--- src/rtl/matvec_pkg.sv ---
// Shared constants and FSM state type for the matvec engine stream driver.
package matvec_pkg;

    localparam int DATA_W = 14;
    localparam int RES_W  = 28;
    localparam int NUM_W  = 9;
    localparam int NUM_X  = 3;
    localparam int X_BASE = NUM_W;
    localparam int NUM_ELEM = X_BASE + NUM_X;

    typedef enum logic [1:0] {
        ST_IDLE,
        ST_SEND,
        ST_RECV,
        ST_DONE
    } state_t;

endpackage

--- src/rtl/matvec_stream_driver_counter.sv ---
// Up-counter with synchronous clear; clear wins over increment.
module matvec_stream_driver_counter #(
    parameter int WIDTH = 4
) (
    input  logic             clk,
    input  logic             reset,
    input  logic             clr,
    input  logic             inc,
    output logic [WIDTH-1:0] count
);

    always_ff @(posedge clk) begin
        if (!reset) begin
            count <= '0;
        end else if (clr) begin
            count <= '0;
        end else if (inc) begin
            count <= count + WIDTH'(1);
        end
    end

endmodule

--- src/rtl/matvec_stream_driver.sv ---
// Serialises a 3x3 matrix and 3-vector to the matvec engine, then captures its
// three results for host readback.
module matvec_stream_driver
    import matvec_pkg::*;
#(
    parameter int DATA_W = matvec_pkg::DATA_W,
    parameter int RES_W  = matvec_pkg::RES_W,
    parameter int NUM_W  = matvec_pkg::NUM_W,
    parameter int NUM_X  = matvec_pkg::NUM_X
) (
    input  logic                     clk,
    input  logic                     reset,
    input  logic                     cfg_wr_en,
    input  logic [3:0]               cfg_wr_addr,
    input  logic signed [DATA_W-1:0] cfg_wr_data,
    input  logic                     start,
    output logic                     busy,
    output logic                     done,
    output logic                     tx_valid,
    input  logic                     tx_ready,
    output logic signed [DATA_W-1:0] tx_data,
    input  logic                     rx_valid,
    output logic                     rx_ready,
    input  logic signed [RES_W-1:0]  rx_data,
    input  logic [1:0]               res_addr,
    output logic signed [RES_W-1:0]  res_data
);

    localparam int N_ELEM  = NUM_W + NUM_X;
    localparam int SEND_CW = $clog2(N_ELEM);
    localparam int RECV_CW = $clog2(NUM_X);

    state_t                   state;
    logic signed [DATA_W-1:0] elem   [N_ELEM];
    logic signed [RES_W-1:0]  result [NUM_X];

    logic [SEND_CW-1:0] send_cnt;
    logic [SEND_CW-1:0] send_nxt;
    logic [RECV_CW-1:0] recv_cnt;
    logic tx_fire, rx_fire, last_send, last_recv, send_clr, recv_clr;

    assign tx_fire   = tx_valid & tx_ready;
    assign rx_fire   = rx_valid & rx_ready;
    assign last_send = (send_cnt == SEND_CW'(N_ELEM - 1));
    assign last_recv = (recv_cnt == RECV_CW'(NUM_X - 1));
    assign send_nxt  = send_cnt + SEND_CW'(1);
    assign send_clr  = (state == ST_IDLE) && start;
    assign recv_clr  = tx_fire && last_send;

    matvec_stream_driver_counter #(.WIDTH(SEND_CW)) u_send_cnt (
        .clk   (clk),
        .reset (reset),
        .clr   (send_clr),
        .inc   (tx_fire),
        .count (send_cnt)
    );

    matvec_stream_driver_counter #(.WIDTH(RECV_CW)) u_recv_cnt (
        .clk   (clk),
        .reset (reset),
        .clr   (recv_clr),
        .inc   (rx_fire),
        .count (recv_cnt)
    );

    // tx_data is registered one element ahead so it is stable across stalls.
    always_ff @(posedge clk) begin
        if (!reset) begin
            state    <= ST_IDLE;
            busy     <= 1'b0;
            done     <= 1'b0;
            tx_valid <= 1'b0;
            rx_ready <= 1'b0;
            tx_data  <= '0;
            for (int unsigned i = 0; i < N_ELEM; i++) elem[SEND_CW'(i)] <= '0;
            for (int unsigned i = 0; i < NUM_X; i++) result[RECV_CW'(i)] <= '0;
        end else begin
            done <= 1'b0;
            unique case (state)
                ST_IDLE: begin
                    if (cfg_wr_en && (cfg_wr_addr < 4'(N_ELEM))) begin
                        elem[cfg_wr_addr] <= cfg_wr_data;
                    end
                    if (start) begin
                        state    <= ST_SEND;
                        busy     <= 1'b1;
                        tx_valid <= 1'b1;
                        tx_data  <= elem[0];
                    end
                end
                ST_SEND: begin
                    if (tx_fire) begin
                        if (last_send) begin
                            state    <= ST_RECV;
                            tx_valid <= 1'b0;
                            tx_data  <= '0;
                            rx_ready <= 1'b1;
                        end else begin
                            tx_data <= elem[send_nxt];
                        end
                    end
                end
                ST_RECV: begin
                    if (rx_fire) begin
                        result[recv_cnt] <= rx_data;
                        if (last_recv) begin
                            state    <= ST_DONE;
                            rx_ready <= 1'b0;
                            busy     <= 1'b0;
                            done     <= 1'b1;
                        end
                    end
                end
                ST_DONE: state <= ST_IDLE;
                default: state <= ST_IDLE;
            endcase
        end
    end

    always_comb begin
        res_data = '0;
        if (res_addr < 2'(NUM_X)) res_data = result[res_addr];
    end

endmodule
--- config.mk ---
export PLATFORM = sky130hd
export DESIGN_NAME = matvec_stream_driver
export DESIGN_NICKNAME = d
export VERILOG_FILES = /design/src/rtl/matvec_pkg.sv /design/src/rtl/matvec_stream_driver_counter.sv /design/src/rtl/matvec_stream_driver.sv
export SDC_FILE = /design/constraint.sdc
export NUM_CORES = 1
export LEC_CHECK = 0
export ABC_CLOCK_PERIOD_IN_PS = 7250
export BUFFER_PORTS_ARGS = -buffer_cell sky130_fd_sc_hd__buf_2
export CORE_UTILIZATION = 45
export DETAILED_ROUTE_END_ITERATION = 10
export PLACE_DENSITY_LB_ADDON = 0.2
export SYNTH_ARGS = -nofsm -noshare
export SYNTH_HDL_FRONTEND = slang
export SYNTH_SLANG_ARGS = --single-unit
--- constraint.sdc ---
create_clock -name clk -period 7.25 [get_ports clk]
set_input_delay 0.725 -clock clk [delete_from_list [all_inputs] [get_ports clk]]
set_output_delay 0.725 -clock clk [all_outputs]
set_load 0.02 [all_outputs]
* Word-level counts from Yosys, hierarchy flattened
Memory sizes are Yosys's and may differ from the RTL's.
Cells that the tools add are included.
** Operators by class
- Bitwise operators :: 3
- Add/subtract/negate cells :: 2
- Order comparisons :: 2
- Muxes and demuxes :: 37
- Reduce and logical (&&, ||, !) cells :: 17
- Eq/ne operators :: 10
** Operator list (number)
- $mux W14 :: 4
- $mux W28 :: 2
- $pmux W14 S2 :: 1
- $reduce_or A28 Y1 :: 1
- $mux W1 :: 19
- $reduce_or A14 Y1 :: 1
- $mux W2 :: 6
- $ne A2 B2 Y1 const B :: 5
- $reduce_and A5 Y1 :: 2
- $pmux W2 S4 :: 1
- $reduce_and A4 Y1 :: 2
- $eq A2 B2 Y1 const B :: 3
- $pmux W1 S2 :: 3
- $reduce_and A3 Y1 :: 2
- $reduce_bool A2 Y1 :: 3
- $add A4 B1 Y4 const B :: 1
- $eq A4 B4 Y1 const B :: 1
- $lt A4 B4 Y1 const B :: 1
- $mux W4 :: 1
- $reduce_or A2 Y1 :: 2
- $logic_and A1 B1 Y1 :: 3
- $add A2 B1 Y2 const B :: 1
- $and A1 B1 Y1 :: 2
- $eq A2 B1 Y1 const B :: 1
- 3 further kinds :: 3
** Storage, ports and cells
- Memory bits (writable) :: 252
- Input port bits :: 54
- Register bits after elaboration :: 26
- Output and inout bits :: 46
- Memories kept :: 2
** Memory list
- elem :: words 12, bits a word 14, read ports 2, clocked after memory_dff 0, wr ports 12, RTL line matvec_stream_driver.sv:34 : logic signed [DATA_W-1:0] elem [N_ELEM];
- result :: words 3, bits a word 28, read ports 1, clocked after memory_dff 0, wr ports 3, RTL line matvec_stream_driver.sv:35 : logic signed [RES_W-1:0] result [NUM_X];

* Logic depth before layout (Yosys ltp)
Gate-level depths: netlist (run 1).
- Depth after elaboration :: 8
- Gate-level depth with buffers :: 8
- Mapped depth without buffers :: 6

* Hierarchy
Synthesis (run 1) repeated with hierarchy kept, for this count alone.
** Second synthesis, totals
- Cell total of the unflattened synthesis :: 1047
- Area, all modules :: 15202.1 µm²
** By module, submodules not included
- matvec_stream_driver :: area each 14935.6 µm², cells an instance 1022, instances 1, sequential area each 9649.3 µm²
- matvec_stream_driver_counter at u_send_cnt :: area each 181.4 µm², cells an instance 17, instances 1, sequential area each 80.1 µm²
- matvec_stream_driver_counter at u_recv_cnt :: area each 85.1 µm², cells an instance 8, instances 1, sequential area each 40.0 µm²

* Worst setup path after synthesis (run 1)
No wires, ideal clock.
- Path type :: in2reg
- Start point :: input port reset
- End point :: memory elem[4][0] (enable)
- Library setup time :: 0.404 ns
- Path buffers :: 1
- Stages on the path :: 4
- Arrival :: 2.397 ns
- Setup slack :: 4.449 ns
- Cell sequence :: buf_2 nand4b_1 a211o_1 o21ai_0
** RTL lines
- from (decl) :: RTL line matvec_stream_driver.sv:12 : input logic reset,
- to (decl) :: RTL line matvec_stream_driver.sv:34

* Worst setup path in the final report (run 1)
- Start point :: register u_send_cnt.count[1]
- End point :: register tx_data[12]
** Between the ends
- Cells in the longest elaborated chain, start to end :: 5
- Elaborated cells between the ends (all ways) :: 6
- Those cells by class :: add/sub (1); eq/ne (1); mux (3); memory (1)
** Ends and longest elaborated chain
- from (decl) :: RTL line matvec_stream_driver_counter.sv:9 : output logic [WIDTH-1:0] count
- from (signal assigned) :: RTL line matvec_stream_driver_counter.sv:18 : count <= count + WIDTH'(1);
- $add A4 B1 Y4 :: RTL line matvec_stream_driver.sv:46 : assign send_nxt = send_cnt + SEND_CW'(1);
- net send_nxt[1] :: RTL line matvec_stream_driver.sv:38 : logic [SEND_CW-1:0] send_nxt;
- $mem_v2 Z12 W14
- $mux W14 :: RTL line matvec_stream_driver.sv:93 : if (last_send) begin
- $mux W14 :: RTL line matvec_stream_driver.sv:92 : if (tx_fire) begin
- $pmux W14 S2 :: RTL line matvec_stream_driver.sv:79 : unique case (state)
- to (signal assigned) :: RTL line matvec_stream_driver.sv:88 : tx_data <= elem[0];
- to (signal assigned) :: RTL line matvec_stream_driver.sv:99 : tx_data <= elem[send_nxt];
- to (decl) :: RTL line matvec_stream_driver.sv:21 : output logic signed [DATA_W-1:0] tx_data,
The timed path passes the listed nets, and every way through them passes these cells. The select of a mux whose other input is x is not followed.
A chain may end at the register's enable or synchronous reset.

==> impl_metrics.py, run 1 <==
metrics = {
    "logic_synthesis": {
        "yosys_most_used_dff": "sky130_fd_sc_hd__edfxtp_1",
        "syn_area_per_cell_um2": 14.32,
        "cell_types_with_the_largest_area_share_after_synthesis": "sky130_fd_sc_hd__edfxtp_1 (61%), sky130_fd_sc_hd__and2_1 (6.9%), sky130_fd_sc_hd__mux2i_1 (5.5%)",
        "synth_edf_count": 308,
        "ys_async_sr_fraction": 0,
        "syn-instance-count": 1065,
        "yosysSeqAreaShare": 0.6404,
        "yosys.area.top_type": "sky130_fd_sc_hd__edfxtp_1",
        "syn_area_um2": 15260,
        "synth.ff_latch_count": 334,
        "synth_cell_types": 52,
        "netlist.area_leader.share": 0.6062,
        "yosysWarningCount": 0,
    },
    "layout": {
        "fillerInstances": 2840,
        "most_frequent_cells_in_the_layout": "sky130_fd_sc_hd__edfxtp_1 (308), sky130_fd_sc_hd__and2_1 (168), sky130_fd_sc_hd__buf_2 (99), sky130_fd_sc_hd__and3_1 (86), sky130_fd_sc_hd__mux2i_1 (84)",
        "leading_cell_type_in_the_layout_fill_and_taps_excluded": "sky130_fd_sc_hd__edfxtp_1",
        "final_layout_size_suffix_gt1_frac": 0.2075,
        "finish.utilization": 0.5243,
        "cell_area_after_layout_um2": 17540,
        "antenna_cells_inserted": 0,
        "instances_no_fill": 1677,
        "flow.area_growth_from_synthesis_pct": 14.94,
        "num-nets-final": 1265,
    },
    "global_route": {
        "antenna_found_initial": 1,
        "first_global_vias": 8916,
        "tot_gr_track_use": 0.2074,
        "grt_max_degree": 88,
        "grt_overflow_total": 0,
        "grt_pass1_wl_um": 52800,
    },
    "place": {
        "gpl.final_weighted_congestion": 0.7666,
        "placed_cell_area_um2": 16350,
        "number_of_instances_in_the_placed_design": 1610,
        "port_bufs": 99,
        "hpwl_um": 21550,
    },
    "cts": {
        "numClockSinks": 334,
        "clk_latency_ps": 530,
        "tritoncts.num_buffers": 37,
        "number_of_buffers_on_the_longest_clock_path": 3,
        "post_cts_resize_count": 0,
        "postCtsSetupBuffers": 0,
        "hold_buffers": 0,
        "htreeDepth": 2,
        "root_buffer_cell": "sky130_fd_sc_hd__clkbuf_16",
        "cts_tree": "yes",
        "clock_pin_slew_of_the_registers_on_the_worst_case_setup_and_hold_paths_ps": 60,
    },
    "timing": {
        "timing_max_transition_violations_final": 0,
        "finalSetupViolations": 0,
        "slew-limit-headroom": 0.1582,
        "finalHoldViolations": 0,
        "period_needed_ps": 3182,
        "fmaxAchievable_mhz": 314.3,
        "grt_setup_unrepaired": "false",
        "worst_hold_slack_ps": 473.8,
        "tightest_slew_ps": 1254,
        "min_period_over_period": 0.4389,
        "setup-tns-final_ps": 0,
        "finalClockSkew_ps": 15.10,
    },
    "power_and_ir_drop": {
        "static-leakage-power_uw": 0.006815,
        "power.clock.fraction": 0.366,
        "power.sequential.fraction": 0.467,
        "intPower_uw": 3629,
        "power.switching_fraction": 0.2702,
        "switching_power_uw": 1344,
        "pwr_density_cell_nw_per_um2": 283.6,
        "ir_drop_mv": 0.1854,
        "comb_power_share": 0.167,
    },
    "job": {
        "cap_viol_max_count": 0,
    },
    "route": {
        "detail_route.drc_violations": 2,
        "vias_per_cell": 5.335,
        "drt_first_pass_iters": 8,
        "wl_per_cell_um": 20.83,
        "antenna_left": 0,
        "drt_first_iter_violations": 748,
        "route.vias.total": 8947,
        "routed_wirelength_um": 34930,
    },
    "floorplanning": {
        "die_w_um": 186.1,
        "floorplan.die.height_um": 186.1,
        "floorplan.die_area_um2": 34640,
        "initial_core_util": 0.4561,
        "io-pin-count": 100,
        "row_count": 67,
        "core_area_um2": 33450,
    },
    "worst_setup_path": {
        "timing.critical_path.from_type": "register",
        "timing.critical_path.slowest_stage_cell": "sky130_fd_sc_hd__ha_4",
        "crit_arrival_ps": 3600,
        "end_kind": "register",
        "max_stage_delay_ps": 780,
        "crit_type": "reg -> reg",
        "crit_chain": "ha_4 -> buf_4 -> mux2_2 -> mux4_2 -> o211ai_1 -> a21oi_2",
        "crit_required_ps": 7660,
        "path_max_fanout": 46,
    },
    "run_status": {
        "status": "complete, but fails checks",
        "violations": "design-rule violations",
    },
    "hold_path": {
        "worst_hold_path_type": "reg -> reg",
    },
}
==> state kept, by name, summed over array words and instances, names as in the netlist <==
| signal | count |
|---|---|
| elem | 224 |
| result | 84 |
| tx_data | 14 |
| u_send_cnt.count | 4 |
| state | 2 |
| u_recv_cnt.count | 2 |
| busy | 1 |
| done | 1 |
| rx_ready | 1 |
| tx_valid | 1 |
==> power groups by stage <==
stage          combinational [uW]  clock (uW)  sequential (uW)
6_report                      830        1820             2320
5_1_grt                       910        1930             2340
4_1_cts                       835        1860             2330
3_5_place_dp                  831           0             2370
3_3_place_gp                  823           0             2360
2_1_floorplan                 511           0             2390
==> cell usage after synthesis (3+ instances only) <==
cell / instances
sky130_fd_sc_hd__edfxtp_1: 308
sky130_fd_sc_hd__and2_1: 168
sky130_fd_sc_hd__and3_1: 86
sky130_fd_sc_hd__mux2i_1: 84
sky130_fd_sc_hd__clkbuf_1: 62
sky130_fd_sc_hd__o21ai_0: 54
sky130_fd_sc_hd__nand2_1: 43
sky130_fd_sc_hd__mux4_2: 27
sky130_fd_sc_hd__dfxtp_1: 26
sky130_fd_sc_hd__a21oi_1: 23
sky130_fd_sc_hd__inv_1: 20
sky130_fd_sc_hd__nor2_1: 17
sky130_fd_sc_hd__mux2_2: 14
sky130_fd_sc_hd__mux4_1: 14
sky130_fd_sc_hd__o211ai_1: 14
sky130_fd_sc_hd__o221a_2: 13
sky130_fd_sc_hd__buf_6: 11
sky130_fd_sc_hd__ha_1: 10
sky130_fd_sc_hd__nand2b_1: 10
sky130_fd_sc_hd__nand3_1: 8
sky130_fd_sc_hd__buf_2: 7
sky130_fd_sc_hd__buf_1: 5
sky130_fd_sc_hd__mux2_1: 3
==> kinds of logic after synthesis <==
family / share of synthesized area
simple gates: 0.1329
flops: 0.6404
mux: 0.1316
compound gates: 0.04896
buf+inv: 0.03486
fa+ha+maj: 0.008201
xor+xnor: 0.002789
other cells: 0.0002458
==> cell type report <==
| type | count | area [um2] | share of cell area |
|---|---|---|---|
| clock buffer | 52 | 1033 | 0.05894 |
| multi-input combinational | 677 | 5214 | 0.2973 |
| sequential | 334 | 9771 | 0.5572 |
| tap | 448 | 560.5 | 0.03197 |
| inverter | 21 | 78.83 | 0.004495 |
| clock inverter | 15 | 150.1 | 0.008562 |
| timing repair buffer | 130 | 728.2 | 0.04153 |
==> per-stage QoR <==
stage / setup WS [ps] / power [uW]
CTS: 4066 / 5020
global placement: 4043 / 3186
finish: 4068 / 4973
floorplan: 4449 / 2902
global route: 3923 / 5180
detailed placement: 3938 / 3198
==> per-layer routing <==
layer	global-route usage	part of all wire
met1	0.2895	0.46
met2	0.3336	0.47
met3	0.03581	0.050
met4	0.05934	0.022
met5	0	0
==> critical path, delay by kind of cell, from the launching register on <==
kind / cells / cell delay [ps]
fa+ha+maj: 1 / 780
mux: 2 / 910
buf+inv: 1 / 740
compound gates: 2 / 190
flops: 1 / 360
==> worst paths after layout <==
| kind | to | slack (ps) | start | cells past startpoint |
|---|---|---|---|---|
| worst min register to register | u_recv_cnt.count[1] | 470 | u_recv_cnt.count[1] | 2 |
| worst max-delay path | tx_data[12] | 4070 | u_send_cnt.count[1] | 6 |
| worst max register to register | tx_data[12] | 4070 | u_send_cnt.count[1] | 6 |
| worst min-delay path | u_recv_cnt.count[1] | 470 | u_recv_cnt.count[1] | 2 |
No activity file was read; power rests on OpenSTA's default activity.
==> run 2, diff against run 1 <==
--- a/config.mk
+++ b/config.mk
@@ -5,7 +5,7 @@
 export SDC_FILE = /design/constraint.sdc
 export NUM_CORES = 1
 export LEC_CHECK = 0
-export ABC_CLOCK_PERIOD_IN_PS = 7250
+export ABC_CLOCK_PERIOD_IN_PS = 3100
 export BUFFER_PORTS_ARGS = -buffer_cell sky130_fd_sc_hd__buf_2
 export CORE_UTILIZATION = 45
 export DETAILED_ROUTE_END_ITERATION = 10
==> constraint.sdc (replaced) <==
create_clock -name clk -period 3.1 [get_ports clk]
set_input_delay 0.31 -clock clk [delete_from_list [all_inputs] [get_ports clk]]
set_output_delay 0.31 -clock clk [all_outputs]
set_load 0.02 [all_outputs]
==> run 2 against run 1 <==
Against the previous run:
- the flow now finishes without violations
- clock power is 130% higher
- clock-buffer cell count is 6 higher
- wire length is 0.35% higher
- maximum frequency is 30% higher
- sequential share of layout area is 0.37 points lower
- non-clock buffer count is 17 higher
- global-route usage is 0.38 points lower
- first-iteration DRC count is 20% lower
- clock skew is 3.6 ps higher
- total power is 130% higher
- highest routed layer unchanged
==> impl_metrics.py, run 2 (synthesized netlist as in run 1, its figures left out) <==
metrics = {
    "run_status": {
        "status": "complete, no violations",
    },
    "global_route": {
        "tot_gr_track_use": 0.2036,
        "global_route.usage.met3": 0.03052,
        "grt_max_degree": 70,
        "grtUsageMet1": 0.2844,
        "grt_pass1_wl_um": 52060,
        "first_global_vias": 8759,
        "grt_overflow_total": 0,
        "grt.busiest_layer": "met2",
        "global_route.usage.met2": 0.3346,
        "antenna_found_initial": 1,
    },
    "cts": {
        "htreeDepth": 2,
        "root_buffer_cell": "sky130_fd_sc_hd__clkbuf_16",
        "tritoncts.num_buffers": 37,
        "postCtsSetupBuffers": 0,
        "clock_pin_slew_of_the_registers_on_the_worst_case_setup_and_hold_paths_ps": 60,
        "post_cts_resize_count": 0,
        "number_of_buffers_on_the_longest_clock_path": 3,
        "numClockSinks": 334,
        "hold_buffers": 0,
        "cts_tree": "yes",
        "clk_latency_ps": 520,
    },
    "worst_setup_path": {
        "crit_type": "reg -> reg",
        "crit_required_ps": 3480,
        "crit_arrival_ps": 2820,
        "path_max_fanout": 14,
        "critPathBufInv": 1,
        "timing.critical_path.slowest_stage_cell": "sky130_fd_sc_hd__nor2_1",
        "cpLargestDelayFamily": "simple AND/OR/NAND/NOR gates",
        "max_stage_delay_ps": 630,
        "end_kind": "register",
        "timing.critical_path.from_type": "register",
        "crit_chain": "inv_1 -> ha_1 -> nand4b_1 -> a211o_1 -> nor2_1 -> and2_1",
    },
    "timing": {
        "fmaxAchievable_mhz": 409.7,
        "slew-limit-headroom": 0.4560,
        "grt_setup_unrepaired": "false",
        "timing_max_transition_violations_final": 0,
        "finalWorstSetupSlack_ps": 659.2,
        "finalHoldViolations": 0,
        "setup-tns-final_ps": 0,
        "min_period_over_period": 0.7874,
        "tightest_slew_ps": 816.0,
        "finalSetupViolations": 0,
        "period_needed_ps": 2441,
        "finalClockSkew_ps": 18.69,
    },
    "layout": {
        "num-nets-final": 1282,
        "leading_cell_type_in_the_layout_fill_and_taps_excluded": "sky130_fd_sc_hd__edfxtp_1",
        "fillerInstances": 2814,
        "flow.area_growth_from_synthesis_pct": 15.72,
        "cell_area_after_layout_um2": 17650,
        "regMostFlops": "elem",
        "final_layout_size_suffix_gt1_frac": 0.2106,
        "finish.utilization": 0.5278,
        "antenna_cells_inserted": 0,
        "largest_registers": "elem (224), result (84), tx_data (14)",
        "most_frequent_cells_in_the_layout": "sky130_fd_sc_hd__edfxtp_1 (308), sky130_fd_sc_hd__and2_1 (168), sky130_fd_sc_hd__buf_2 (99), sky130_fd_sc_hd__and3_1 (86), sky130_fd_sc_hd__mux2i_1 (84)",
        "max_ffs_per_register": 224,
    },
    "floorplanning": {
        "io-pin-count": 100,
        "floorplan.die_area_um2": 34640,
        "initial_core_util": 0.4561,
        "row_count": 67,
        "core_area_um2": 33450,
        "floorplan.die.height_um": 186.1,
        "die_w_um": 186.1,
    },
    "place": {
        "gpl.final_weighted_congestion": 0.8008,
        "placed_cell_area_um2": 16510,
        "hpwl_um": 22270,
        "port_bufs": 99,
        "place_worst_setup_slack_ps": 663.8,
    },
    "route": {
        "drt_first_pass_iters": 7,
        "route.vias.total": 9022,
        "antenna_left": 0,
        "wl_per_cell_um": 20.72,
        "detail_route.drc_violations": 0,
        "drt_first_iter_violations": 595,
        "routed_wirelength_um": 35060,
        "vias_per_cell": 5.332,
    },
    "power_and_ir_drop": {
        "ir_drop_mv": 0.4203,
        "pwr_density_cell_nw_per_um2": 655.6,
        "design_power_total_uw": 11570,
        "static-leakage-power_uw": 0.006880,
    },
    "job": {
        "cap_viol_max_count": 0,
    },
    "hold_path": {
        "worst_hold_path_type": "in -> reg",
    },
}
[run 2: stage by stage]
stage / instances / hold slack (ps)
after CTS: 1692 / 67.97
after global routing: 1692 / 77.57
after floorplan: 1120 / 408.9
after global placement: 1627 / 468.1
final: 1692 / 87.39
after detailed placement: 1627 / 488.1
[run 2: final timing paths]
path	start	end	slack, ps	cells after the start
setup / recovery	state[1]	elem[4][1]	660	6
hold reg to reg	u_recv_cnt.count[1]	u_recv_cnt.count[1]	500	2
setup reg to reg	state[1]	elem[4][1]	660	6
hold / removal	rx_valid	u_recv_cnt.count[1]	90	3
[run 2: tightest hold or removal path: cells and delay by family]
| family | cells | cell delay, ps |
|---|---|---|
| AO/OA/AOI/OAI | 1 | 60 |
| buffers and inverters | 1 | 110 |
| AND/OR/NAND/NOR | 1 | 70 |
[run 2: where the power goes]
part / switching [uW] / internal, uW / total (uW)
clock: 1700 / 2450 / 4150
sequential: 150 / 5250 / 5400
combinational: 1240 / 782 / 2020
[run 2: routing by layer]
layer | share of wire | vias to the layer above | wire, um
li1 | - | 4224 | -
met1 | 0.45 | 4495 | 15790
met2 | 0.48 | 261 | 16670
met3 | 0.059 | 42 | 2058
met4 | 0.016 | 0 | 546
met5 | 0 | - | 0
[run 2: final cells by class]
| class | count | area, um2 | area share |
|---|---|---|---|
| flip-flops and latches | 334 | 9771 | 0.5534 |
| repair buffers | 147 | 905.9 | 0.05131 |
| clock buffers | 58 | 1066 | 0.06038 |
| well taps | 448 | 560.5 | 0.03175 |
| inverters | 21 | 78.83 | 0.004465 |
| clock inverters | 7 | 77.57 | 0.004394 |
| multi-input cells | 677 | 5195 | 0.2943 |
